## src/rtl/lcd_capture_v2.sv

```systemverilog
// RGB LCD capture front-end: measures and locks the input resolution, then streams pixels
// plus burst-aligning pad words into the SDRAM write FIFO. Crop window: define LCD_CAP_CROP_EN.
module lcd_capture_v2 #(
  parameter int          CNT_W       = 12,
  parameter bit          OUT_565     = 1'b1,
  parameter bit          VS_POL      = 1'b1,
  parameter bit          HS_POL      = 1'b1,
  parameter int          BURST_PIX   = 256,
  parameter int          LOCK_FRAMES = 2,
  parameter logic [23:0] PAD_VALUE   = '0,
  localparam int         OUT_W       = OUT_565 ? 16 : 24
) (
  input  logic             lcd_pclk_i,
  input  logic             rst_n,
  input  logic             lcd_vs_i,
  input  logic             lcd_hs_i,
  input  logic             lcd_de_i,
  input  logic [23:0]      lcd_rgb_i,
  input  logic             fifo_full_i,
`ifdef LCD_CAP_CROP_EN
  input  logic [CNT_W-1:0] crop_x0,
  input  logic [CNT_W-1:0] crop_y0,
  input  logic [CNT_W-1:0] crop_w,
  input  logic [CNT_W-1:0] crop_h,
`endif
  output logic             write_req,
  output logic [OUT_W-1:0] write_data,
  output logic             fifo_clr,
  output logic [CNT_W-1:0] h_disp,
  output logic [CNT_W-1:0] v_disp,
  output logic             init_done,
  output logic             frame_err,
  output logic             overflow
);
  localparam int         BL     = $clog2(BURST_PIX);
  localparam logic [2:0] LOCK_N = 3'(LOCK_FRAMES);

  typedef enum logic [1:0] {S_WAIT_VS, S_ACTIVE, S_PAD, S_VBLANK} state_t;
  state_t r_state, w_nxt;

  logic               r_vs, r_vs_q, r_hs, r_de, r_de_q;
  logic [23:0]        r_rgb;
  logic               r_in_frame, r_cap, r_bad;
  logic [CNT_W-1:0]   r_hcnt, r_vcnt, r_line_len, r_prev_h, r_prev_v;
  logic [2*CNT_W-1:0] r_pix_cnt;
  logic [BL-1:0]      r_pad_left, w_pad_n;
  logic [2:0]         r_lock, w_lock_nxt;
  logic               w_frame_start, w_frame_end, w_de_rise, w_de_fall, w_pad_abort;
  logic               w_meas_bad, w_meas_chg, w_meas_same, w_in_crop, w_last_line;
  logic [OUT_W-1:0]   w_pix;
  logic [7:0]         w_rgb_unused;
  logic               w_unused;

  always_ff @(posedge lcd_pclk_i or negedge rst_n) begin
    if (!rst_n) begin
      r_vs   <= ~VS_POL;
      r_vs_q <= ~VS_POL;
      r_hs   <= ~HS_POL;
      r_de   <= 1'b0;
      r_de_q <= 1'b0;
      r_rgb  <= '0;
    end else begin
      r_vs   <= lcd_vs_i;
      r_vs_q <= r_vs;
      r_hs   <= lcd_hs_i;
      r_de   <= lcd_de_i;
      r_de_q <= r_de;
      r_rgb  <= lcd_rgb_i;
    end
  end

  generate
    if (OUT_565) begin : g_565
      assign w_pix        = {r_rgb[23:19], r_rgb[15:10], r_rgb[7:3]};
      assign w_rgb_unused = {r_rgb[18:16], r_rgb[9:8], r_rgb[2:0]};
    end else begin : g_888
      assign w_pix        = r_rgb;
      assign w_rgb_unused = '0;
    end
  endgenerate

  // Line timing comes entirely from DE; HS is sampled but carries no extra information.
  assign w_unused = &{1'b0, r_hs ^ HS_POL, w_rgb_unused};

  assign w_frame_start = (r_vs_q == VS_POL) && (r_vs != VS_POL);
  assign w_frame_end   = (r_vs_q != VS_POL) && (r_vs == VS_POL);
  assign w_de_rise     = r_de & ~r_de_q;
  assign w_de_fall     = ~r_de & r_de_q;
  assign fifo_clr      = w_frame_start;
  assign w_pad_n       = -r_pix_cnt[BL-1:0];

`ifdef LCD_CAP_CROP_EN
  logic [CNT_W-1:0] r_cx0, r_cy0, r_cw, r_ch, w_x, w_y;
  logic [CNT_W:0]   w_x_end, w_y_end;
  logic             w_crop_on;

  always_ff @(posedge lcd_pclk_i or negedge rst_n) begin
    if (!rst_n) begin
      r_cx0 <= '0;
      r_cy0 <= '0;
      r_cw  <= '0;
      r_ch  <= '0;
    end else if (w_frame_start) begin
      r_cx0 <= crop_x0;
      r_cy0 <= crop_y0;
      r_cw  <= crop_w;
      r_ch  <= crop_h;
    end
  end

  // Pixel coordinates of the current de_r cycle; counters update one edge behind.
  assign w_crop_on   = (r_cw != '0) && (r_ch != '0);
  assign w_x         = w_de_rise ? '0 : r_hcnt;
  assign w_y         = w_de_rise ? r_vcnt : r_vcnt - CNT_W'(1);
  assign w_x_end     = {1'b0, r_cx0} + {1'b0, r_cw};
  assign w_y_end     = {1'b0, r_cy0} + {1'b0, r_ch};
  assign w_in_crop   = !w_crop_on || (w_x >= r_cx0 && {1'b0, w_x} < w_x_end &&
                                      w_y >= r_cy0 && {1'b0, w_y} < w_y_end);
  assign w_last_line = w_crop_on ? ({1'b0, r_vcnt} == w_y_end) : (r_vcnt == v_disp);
`else
  assign w_in_crop   = 1'b1;
  assign w_last_line = (r_vcnt == v_disp);
`endif

  assign w_meas_bad  = r_bad || (r_line_len == '0) || (r_vcnt == '0);
  assign w_meas_chg  = init_done && ((r_line_len != h_disp) || (r_vcnt != v_disp));
  assign w_meas_same = (r_lock != 3'd0) && (r_line_len == r_prev_h) && (r_vcnt == r_prev_v);
  assign w_lock_nxt  = !w_meas_same ? 3'd1 : (r_lock >= LOCK_N) ? LOCK_N : r_lock + 3'd1;

  always_comb begin
    w_nxt       = r_state;
    write_req   = 1'b0;
    write_data  = w_pix;
    w_pad_abort = 1'b0;
    case (r_state)
      S_ACTIVE: begin
        write_req = r_cap & r_de & w_in_crop;
        if (r_cap && w_de_fall && w_last_line)
          w_nxt = (w_pad_n == '0) ? S_VBLANK : S_PAD;
      end
      S_PAD: begin
        write_req  = 1'b1;
        write_data = PAD_VALUE[OUT_W-1:0];
        if (r_pad_left == BL'(1)) w_nxt = S_VBLANK;
      end
      default: ;
    endcase
    if (w_frame_end || w_frame_start) begin
      w_nxt       = w_frame_end ? S_VBLANK : S_ACTIVE;
      w_pad_abort = (r_state == S_PAD);
      if (r_state == S_PAD) write_req = 1'b0;
    end
  end

  always_ff @(posedge lcd_pclk_i or negedge rst_n) begin
    if (!rst_n) r_state <= S_WAIT_VS;
    else        r_state <= w_nxt;
  end

  always_ff @(posedge lcd_pclk_i or negedge rst_n) begin
    if (!rst_n) begin
      r_in_frame <= 1'b0;
      r_cap      <= 1'b0;
      r_bad      <= 1'b0;
      r_hcnt     <= '0;
      r_vcnt     <= '0;
      r_line_len <= '0;
      r_pix_cnt  <= '0;
      r_pad_left <= '0;
    end else begin
      if (w_frame_start) begin
        r_in_frame <= 1'b1;
        r_cap      <= init_done | (r_lock == LOCK_N);
        r_bad      <= 1'b0;
        r_hcnt     <= '0;
        r_vcnt     <= '0;
        r_line_len <= '0;
        r_pix_cnt  <= '0;
      end else begin
        if (w_frame_end) begin
          r_in_frame <= 1'b0;
          r_cap      <= 1'b0;
        end else if (r_in_frame) begin
          if (w_de_rise) begin
            r_hcnt <= CNT_W'(1);
            r_vcnt <= r_vcnt + CNT_W'(1);
          end else if (r_de) begin
            r_hcnt <= r_hcnt + CNT_W'(1);
          end
          if (w_de_fall) begin
            if (r_vcnt == CNT_W'(1)) r_line_len <= r_hcnt;
            else if (r_hcnt != r_line_len) r_bad <= 1'b1;
          end
        end
        if (write_req) r_pix_cnt <= r_pix_cnt + (2*CNT_W)'(1);
      end
      if (r_state == S_ACTIVE && w_nxt == S_PAD) r_pad_left <= w_pad_n;
      else if (r_state == S_PAD)                 r_pad_left <= r_pad_left - BL'(1);
    end
  end

  // Lock tracking: measurements are only judged for frames whose start was seen.
  always_ff @(posedge lcd_pclk_i or negedge rst_n) begin
    if (!rst_n) begin
      r_lock    <= 3'd0;
      r_prev_h  <= '0;
      r_prev_v  <= '0;
      h_disp    <= '0;
      v_disp    <= '0;
      init_done <= 1'b0;
      frame_err <= 1'b0;
      overflow  <= 1'b0;
    end else begin
      frame_err <= w_pad_abort;
      if (w_frame_end && r_in_frame) begin
        if (w_meas_bad) begin
          frame_err <= 1'b1;
          r_lock    <= 3'd0;
        end else if (w_meas_chg) begin
          frame_err <= 1'b1;
          init_done <= 1'b0;
          r_lock    <= 3'd1;
          r_prev_h  <= r_line_len;
          r_prev_v  <= r_vcnt;
        end else begin
          r_lock   <= w_lock_nxt;
          r_prev_h <= r_line_len;
          r_prev_v <= r_vcnt;
          if (w_lock_nxt == LOCK_N) begin
            h_disp <= r_line_len;
            v_disp <= r_vcnt;
          end
        end
      end
      if (w_frame_start && r_lock == LOCK_N) init_done <= 1'b1;
      if (write_req && fifo_full_i) overflow <= 1'b1;
    end
  end

endmodule

```

## config.mk

```make
export PLATFORM = sky130hd
export DESIGN_NAME = lcd_capture_v2
export DESIGN_NICKNAME = d
export VERILOG_FILES = /design/src/rtl/lcd_capture_v2.sv
export SDC_FILE = /design/constraint.sdc
export NUM_CORES = 1
export LEC_CHECK = 0
export ABC_AREA = 1
export CORE_ASPECT_RATIO = 0.5
export CORE_MARGIN = 1.5
export CORE_UTILIZATION = 40
export CTS_CLUSTER_DIAMETER = 60
export CTS_CLUSTER_SIZE = 14
export DETAILED_ROUTE_END_ITERATION = 7
export HOLD_SLACK_MARGIN = 0.08
export SETUP_SLACK_MARGIN = 0.5
export SLEW_MARGIN = 20
export SYNTH_ARGS = -nofsm -noshare
export SYNTH_HDL_FRONTEND = slang
export SYNTH_SLANG_ARGS = --single-unit
```

## constraint.sdc

```tcl
create_clock -name lcd_pclk_i -period 1.9 [get_ports lcd_pclk_i]
set_input_delay 0.285 -clock lcd_pclk_i [delete_from_list [all_inputs] [get_ports lcd_pclk_i]]
set_output_delay 0.285 -clock lcd_pclk_i [all_outputs]
set_load 0.02 [all_outputs]
```

==> impl_results.html <==
<table>
<tr><th>Metric</th><th>Value</th></tr>
<tr><th colspan="2">Status</th></tr>
<tr><td>Run status</td><td>finished with violations</td></tr>
<tr><td>Violations in the final reports</td><td>setup timing</td></tr>
<tr><th colspan="2">Pwr</th></tr>
<tr><td>Static leakage</td><td>5.90 nW</td></tr>
<tr><td>Switching share of power</td><td>35.4%</td></tr>
<tr><td>Logic gate share of total power</td><td>a little over two fifths</td></tr>
<tr><td>Part of the total power dissipated in sequential elements</td><td>27.7%</td></tr>
<tr><td>Net switching power figure</td><td>4.63 mW</td></tr>
<tr><td>Share of power burned in the clock network</td><td>28.5%</td></tr>
<tr><td>Pwr per Cell Area</td><td>1060 nW/um^2</td></tr>
<tr><td>Internal portion of total power</td><td>approximately 8.4 mW</td></tr>
<tr><td>Maximum VDD drop</td><td>0.000839 V</td></tr>
<tr><th colspan="2">Min path</th></tr>
<tr><td>Worst hold stages</td><td>1</td></tr>
<tr><td>Destination of the worst hold path</td><td>r_de$_DFF_PN0_</td></tr>
<tr><td>Tightest Hold Check Type</td><td>in -&gt; reg</td></tr>
<tr><td>Critical hold path startpoint</td><td>lcd_de_i</td></tr>
<tr><th colspan="2">Clocking</th></tr>
<tr><td>Clk_lat worst skew</td><td>430 ps</td></tr>
<tr><td>Inserted Clock Buffers</td><td>17</td></tr>
<tr><td>Clock Root Buffer</td><td>sky130_fd_sc_hd__clkbuf_16</td></tr>
<tr><td>TritonCTS clock tree</td><td>built</td></tr>
<tr><td>Clock slew at reported path FFs</td><td>60 ps</td></tr>
<tr><td>Clock Sinks</td><td>around 130</td></tr>
<tr><td>H-tree depth</td><td>4</td></tr>
<tr><td>Clock tree buffer depth</td><td>2</td></tr>
<tr><th colspan="2">Synth</th></tr>
<tr><td>Synth Net Count</td><td>918</td></tr>
<tr><td>FFs w/ async S/R, synth</td><td>100%</td></tr>
<tr><td>Synthesized area per cell</td><td>7.96 sq um</td></tr>
<tr><td>Mapped Area</td><td>6940 sq um</td></tr>
<tr><td>Count of warnings emitted by yosys</td><td>0</td></tr>
<tr><td>Proportion of netlist area held by the largest area contributor</td><td>47.2%</td></tr>
<tr><td>Synth area leader</td><td>sky130_fd_sc_hd__dfrtp_1</td></tr>
<tr><td>Synth area leaders</td><td>sky130_fd_sc_hd__dfrtp_1 (47%), sky130_fd_sc_hd__nand2_1 (12%), sky130_fd_sc_hd__inv_1 (5.8%)</td></tr>
<tr><td>Yosys reg bits</td><td>131</td></tr>
<tr><td>Dominant register cell in the synthesized netlist</td><td>sky130_fd_sc_hd__dfrtp_1</td></tr>
<tr><td>Synthesized netlist cell count</td><td>872</td></tr>
<tr><td>Number of distinct standard cells referenced by the synthesized netlist</td><td>42</td></tr>
<tr><td>EDFF count, synth</td><td>0</td></tr>
<tr><td>Sequential element share of the synthesized area</td><td>47.2%</td></tr>
<tr><th colspan="2">Critical path</th></tr>
<tr><td>Highest net fanout along the worst path</td><td>5</td></tr>
<tr><td>Kind of start point of the critical path</td><td>flip-flop</td></tr>
<tr><td>Worst EP required</td><td>2210 ps</td></tr>
<tr><td>Cell chain of the critical path</td><td>buf_12 &gt; nand2_2 &gt; nand2_1 &gt; nor2_1 &gt; nand2_1 &gt; nor2_4 &gt; nand3_2 &gt; nand2_1 &gt; nand2_1 &gt; nand2_1 &gt; nand2_2 &gt; a21oi_4 &gt; buf_12 &gt; buf_12 &gt; nand2_8 &gt; nand3_2 &gt; nand3_2</td></tr>
<tr><td>Delay-heaviest family, CP</td><td>simple AND/OR/NAND/NOR gates</td></tr>
<tr><td>Worst path bufs/invs</td><td>3</td></tr>
<tr><td>Biggest cell delay along the critical path</td><td>approximately 440 ps</td></tr>
<tr><td>Most Frequent Cell on Critical Path</td><td>sky130_fd_sc_hd__nand2_1</td></tr>
<tr><td>Beginning of the worst register-to-register path</td><td>r_vcnt[0]$_DFFE_PN0P_</td></tr>
<tr><td>FF-to-FF End</td><td>r_pad_left[2]$_DFFE_PN0P_</td></tr>
<tr><td>Count of cells along the worst register-to-register path</td><td>17</td></tr>
<tr><td>Signal arrival time at the worst endpoint</td><td>2570 ps</td></tr>
<tr><td>Reg-to-reg slack, setup</td><td>-360 ps</td></tr>
<tr><td>Kind of capture point of the worst setup path</td><td>flip-flop</td></tr>
<tr><td>Crit path max-delay cell type</td><td>sky130_fd_sc_hd__dfrtp_2</td></tr>
<tr><td>Setup CP Type</td><td>reg -&gt; reg</td></tr>
<tr><th colspan="2">Global route</th></tr>
<tr><td>Largest net degree at the start of global routing</td><td>45</td></tr>
<tr><td>Vias in the first global route</td><td>7137</td></tr>
<tr><td>Antenna violations before repair</td><td>0</td></tr>
<tr><td>Wire length of the first global-routing pass</td><td>around 36000 um</td></tr>
<tr><td>Total routing resource utilization after global routing</td><td>26.2%</td></tr>
<tr><td>Overflow after GRT</td><td>0</td></tr>
<tr><th colspan="2">Run</th></tr>
<tr><td>Max Cap Viol</td><td>0</td></tr>
<tr><th colspan="2">Timing</th></tr>
<tr><td>Final hold violation count</td><td>0</td></tr>
<tr><td>Unrepaired setup endpoints after global routing</td><td>yes</td></tr>
<tr><td>Fin Setup TNS</td><td>-18060 ps</td></tr>
<tr><td>Count of pins over their slew limit</td><td>0</td></tr>
<tr><td>Final critical path time including I/O delays and setup</td><td>around 2300 ps</td></tr>
<tr><td>Worst hold margin</td><td>296 ps</td></tr>
<tr><td>Min setup slack post-route</td><td>-361 ps</td></tr>
<tr><td>F_max</td><td>442 MHz</td></tr>
<tr><td>Post-route clock period utilization</td><td>119%</td></tr>
<tr><td>Final setup viols</td><td>100</td></tr>
<tr><td>Worst-margin pin slew</td><td>486 ps</td></tr>
<tr><td>Fin Clk Skew</td><td>13.6 ps</td></tr>
<tr><td>Worst slew margin</td><td>67.4%</td></tr>
<tr><th colspan="2">Place</th></tr>
<tr><td>Post-detailed-placement half-perimeter wirelength</td><td>13400 um</td></tr>
<tr><td>Number of port buffers</td><td>65</td></tr>
<tr><td>GPL Wtd Cong</td><td>0.886</td></tr>
<tr><td>Instance count after placement with tap cells included</td><td>around 1300</td></tr>
<tr><th colspan="2">Cells and area</th></tr>
<tr><td>Highest-count cells in the layout ignoring fill and taps</td><td>sky130_fd_sc_hd__nand2_1 (184), sky130_fd_sc_hd__buf_4 (141), sky130_fd_sc_hd__buf_6 (121)</td></tr>
<tr><td>Number of nets at the end of the flow</td><td>1218</td></tr>
<tr><td>Most common cell after layout, fill and taps aside</td><td>sky130_fd_sc_hd__nand2_1</td></tr>
<tr><td>Layout cell share with drive strength beyond 1</td><td>51.1%</td></tr>
<tr><td>Layout-stage area growth over the synthesis result</td><td>77.5%</td></tr>
<tr><td>Sequential cell area</td><td>3310 sq um</td></tr>
<tr><td>Layout Cells excl Fill</td><td>1412</td></tr>
<tr><td>Layout fillers</td><td>1111</td></tr>
<tr><td>Core utilization of the finished layout</td><td>73.8%</td></tr>
<tr><td>Total inserted antenna cells</td><td>0</td></tr>
<tr><td>Area of combinational cells with multiple inputs</td><td>4310 sq um</td></tr>
<tr><th colspan="2">Drt</th></tr>
<tr><td>DRC violations left</td><td>0</td></tr>
<tr><td>Total iterations of the first detailed-routing run</td><td>5</td></tr>
<tr><td>Via-to-Cell Ratio</td><td>5.08</td></tr>
<tr><td>Wirelength per Cell</td><td>17.1 um</td></tr>
<tr><td>ANT nets after route</td><td>0</td></tr>
<tr><td>DRC marker count from the first detailed-route iteration</td><td>423</td></tr>
<tr><td>Total vias in the final route</td><td>7171</td></tr>
<tr><td>Aggregate routed wire length</td><td>24100 um</td></tr>
<tr><th colspan="2">Floorplanning</th></tr>
<tr><td>Vert. Die Dim</td><td>96.1 um</td></tr>
<tr><td>Count of standard-cell rows</td><td>33</td></tr>
<tr><td>Starting density of the core</td><td>slightly above 40%</td></tr>
<tr><td>Die width</td><td>189 um</td></tr>
<tr><td>Core area</td><td>16700 sq um</td></tr>
<tr><td>Full die area</td><td>between 15000 and 20000 sq um</td></tr>
<tr><td>Top Ports</td><td>75</td></tr>
</table>
[flip-flops by register name, summed over array words and instances (netlist names), 12 cells and up]
name        count
r_prev_h       12
r_hcnt         12
r_prev_v       12
r_rgb          16
r_line_len     12
r_vcnt         12
v_disp         12
h_disp         12
[power by group through the flow]
stage / clock [mW] / combinational, mW / sequential [mW]
4_1_cts: 3.75 / 4.88 / 3.59
3_5_place_dp: 0 / 3.81 / 3.62
5_1_grt: 3.87 / 6.16 / 3.68
3_3_place_gp: 0 / 3.74 / 3.61
2_1_floorplan: 0 / 2.37 / 3.55
6_report: 3.72 / 5.72 / 3.62
[cells by family (layout without fill, tap and decap cells)]
group | after synthesis | after routing | share of synthesized area (%)
AO/OA/AOI/OAI | 110 | 110 | 8.89
adder cells (fa/ha/maj) | 16 | 16 | 2.89
XOR/XNOR | 46 | 46 | 5.81
AND/OR/NAND/NOR | 414 | 418 | 25.8
flip-flops | 131 | 131 | 47.2
buffers and inverters | 155 | 464 | 9.40
[stage by stage]
| stage | power, mW | instance area [sq um] | setup WS [ps] |
|---|---|---|---|
| 3_3_place_gp | 7.35 | 9220 | -318 |
| 3_5_place_dp | 7.44 | 9220 | -383 |
| 2_1_floorplan | 5.92 | 7350 | -141 |
| 5_1_grt | 13.7 | 12300 | -494 |
| 6_report | 13.1 | 12300 | -361 |
| 4_1_cts | 12.2 | 11300 | -292 |
[cell type report]
class | count | share of cell area (%)
Clock buffer | 20 | 3.71
Clock inverter | 12 | 1.67
Inverter | 117 | 3.80
Multi-Input combinational cell | 590 | 35.0
Sequential cell | 131 | 26.9
Tap cell | 227 | 2.31
Timing Repair Buffer | 315 | 26.7
[layer usage]
metal / vias up / GRT usage [%] / routed length, um
met5: - / 0 / 0
met4: 0 / 10.6 / 491
met3: 42 / 5.07 / 1020
met2: 192 / 45.8 / 12000
met1: 3534 / 32.3 / 10600
li1: 3403 / - / -
[repair_timing]
action	4_1_cts	5_1_grt
cloned	10	3
hold endpoints to repair	41	0
pin swaps	58	61
endpoints found under the setup margin	153	147
hold buffers	1	0
resized for setup	439	199
buffers inserted	52	34
[cells in the mapped netlist, drive strengths merged, types with 3 or more instances]
cell	count
nand2	224
dfrtp	131
inv	117
nor2	86
a21oi	46
nand3	45
o21ai	41
xnor2	28
buf	25
nor3	23
xor2	18
nand4	17
ha	16
clkbuf	13
o22ai	13
nor4	12
a31oi	4
nor3b	3
[worst max-delay path by stage]
stage | start | endpoint | slack, ps | depth (start not counted)
2_1_floorplan | r_vs$_DFF_PN0_ | r_vcnt[10]$_DFFE_PN0P_ | -140 | 14
3_3_place_gp | r_vcnt[0]$_DFFE_PN0P_ | h_disp[6]$_DFFE_PN0P_ | -320 | 11
3_5_place_dp | r_vcnt[0]$_DFFE_PN0P_ | h_disp[2]$_DFFE_PN0P_ | -380 | 11
4_1_cts | r_prev_h[10]$_DFFE_PN0P_ | h_disp[2]$_DFFE_PN0P_ | -290 | 12
5_1_grt | r_vcnt[0]$_DFFE_PN0P_ | r_pad_left[4]$_DFFE_PN0P_ | -490 | 17
6_report | r_vcnt[0]$_DFFE_PN0P_ | r_pad_left[2]$_DFFE_PN0P_ | -360 | 17
[worst register-to-register path, delay by kind of cell (launching register included)]
family                 cells  cell delay (ps)
and+or+nand+nor           13             1090
AOI/OAI and AO/OA          1              170
DFF                        1              440
buffers and inverters      3              440
Power figures use the tool's default switching activity.
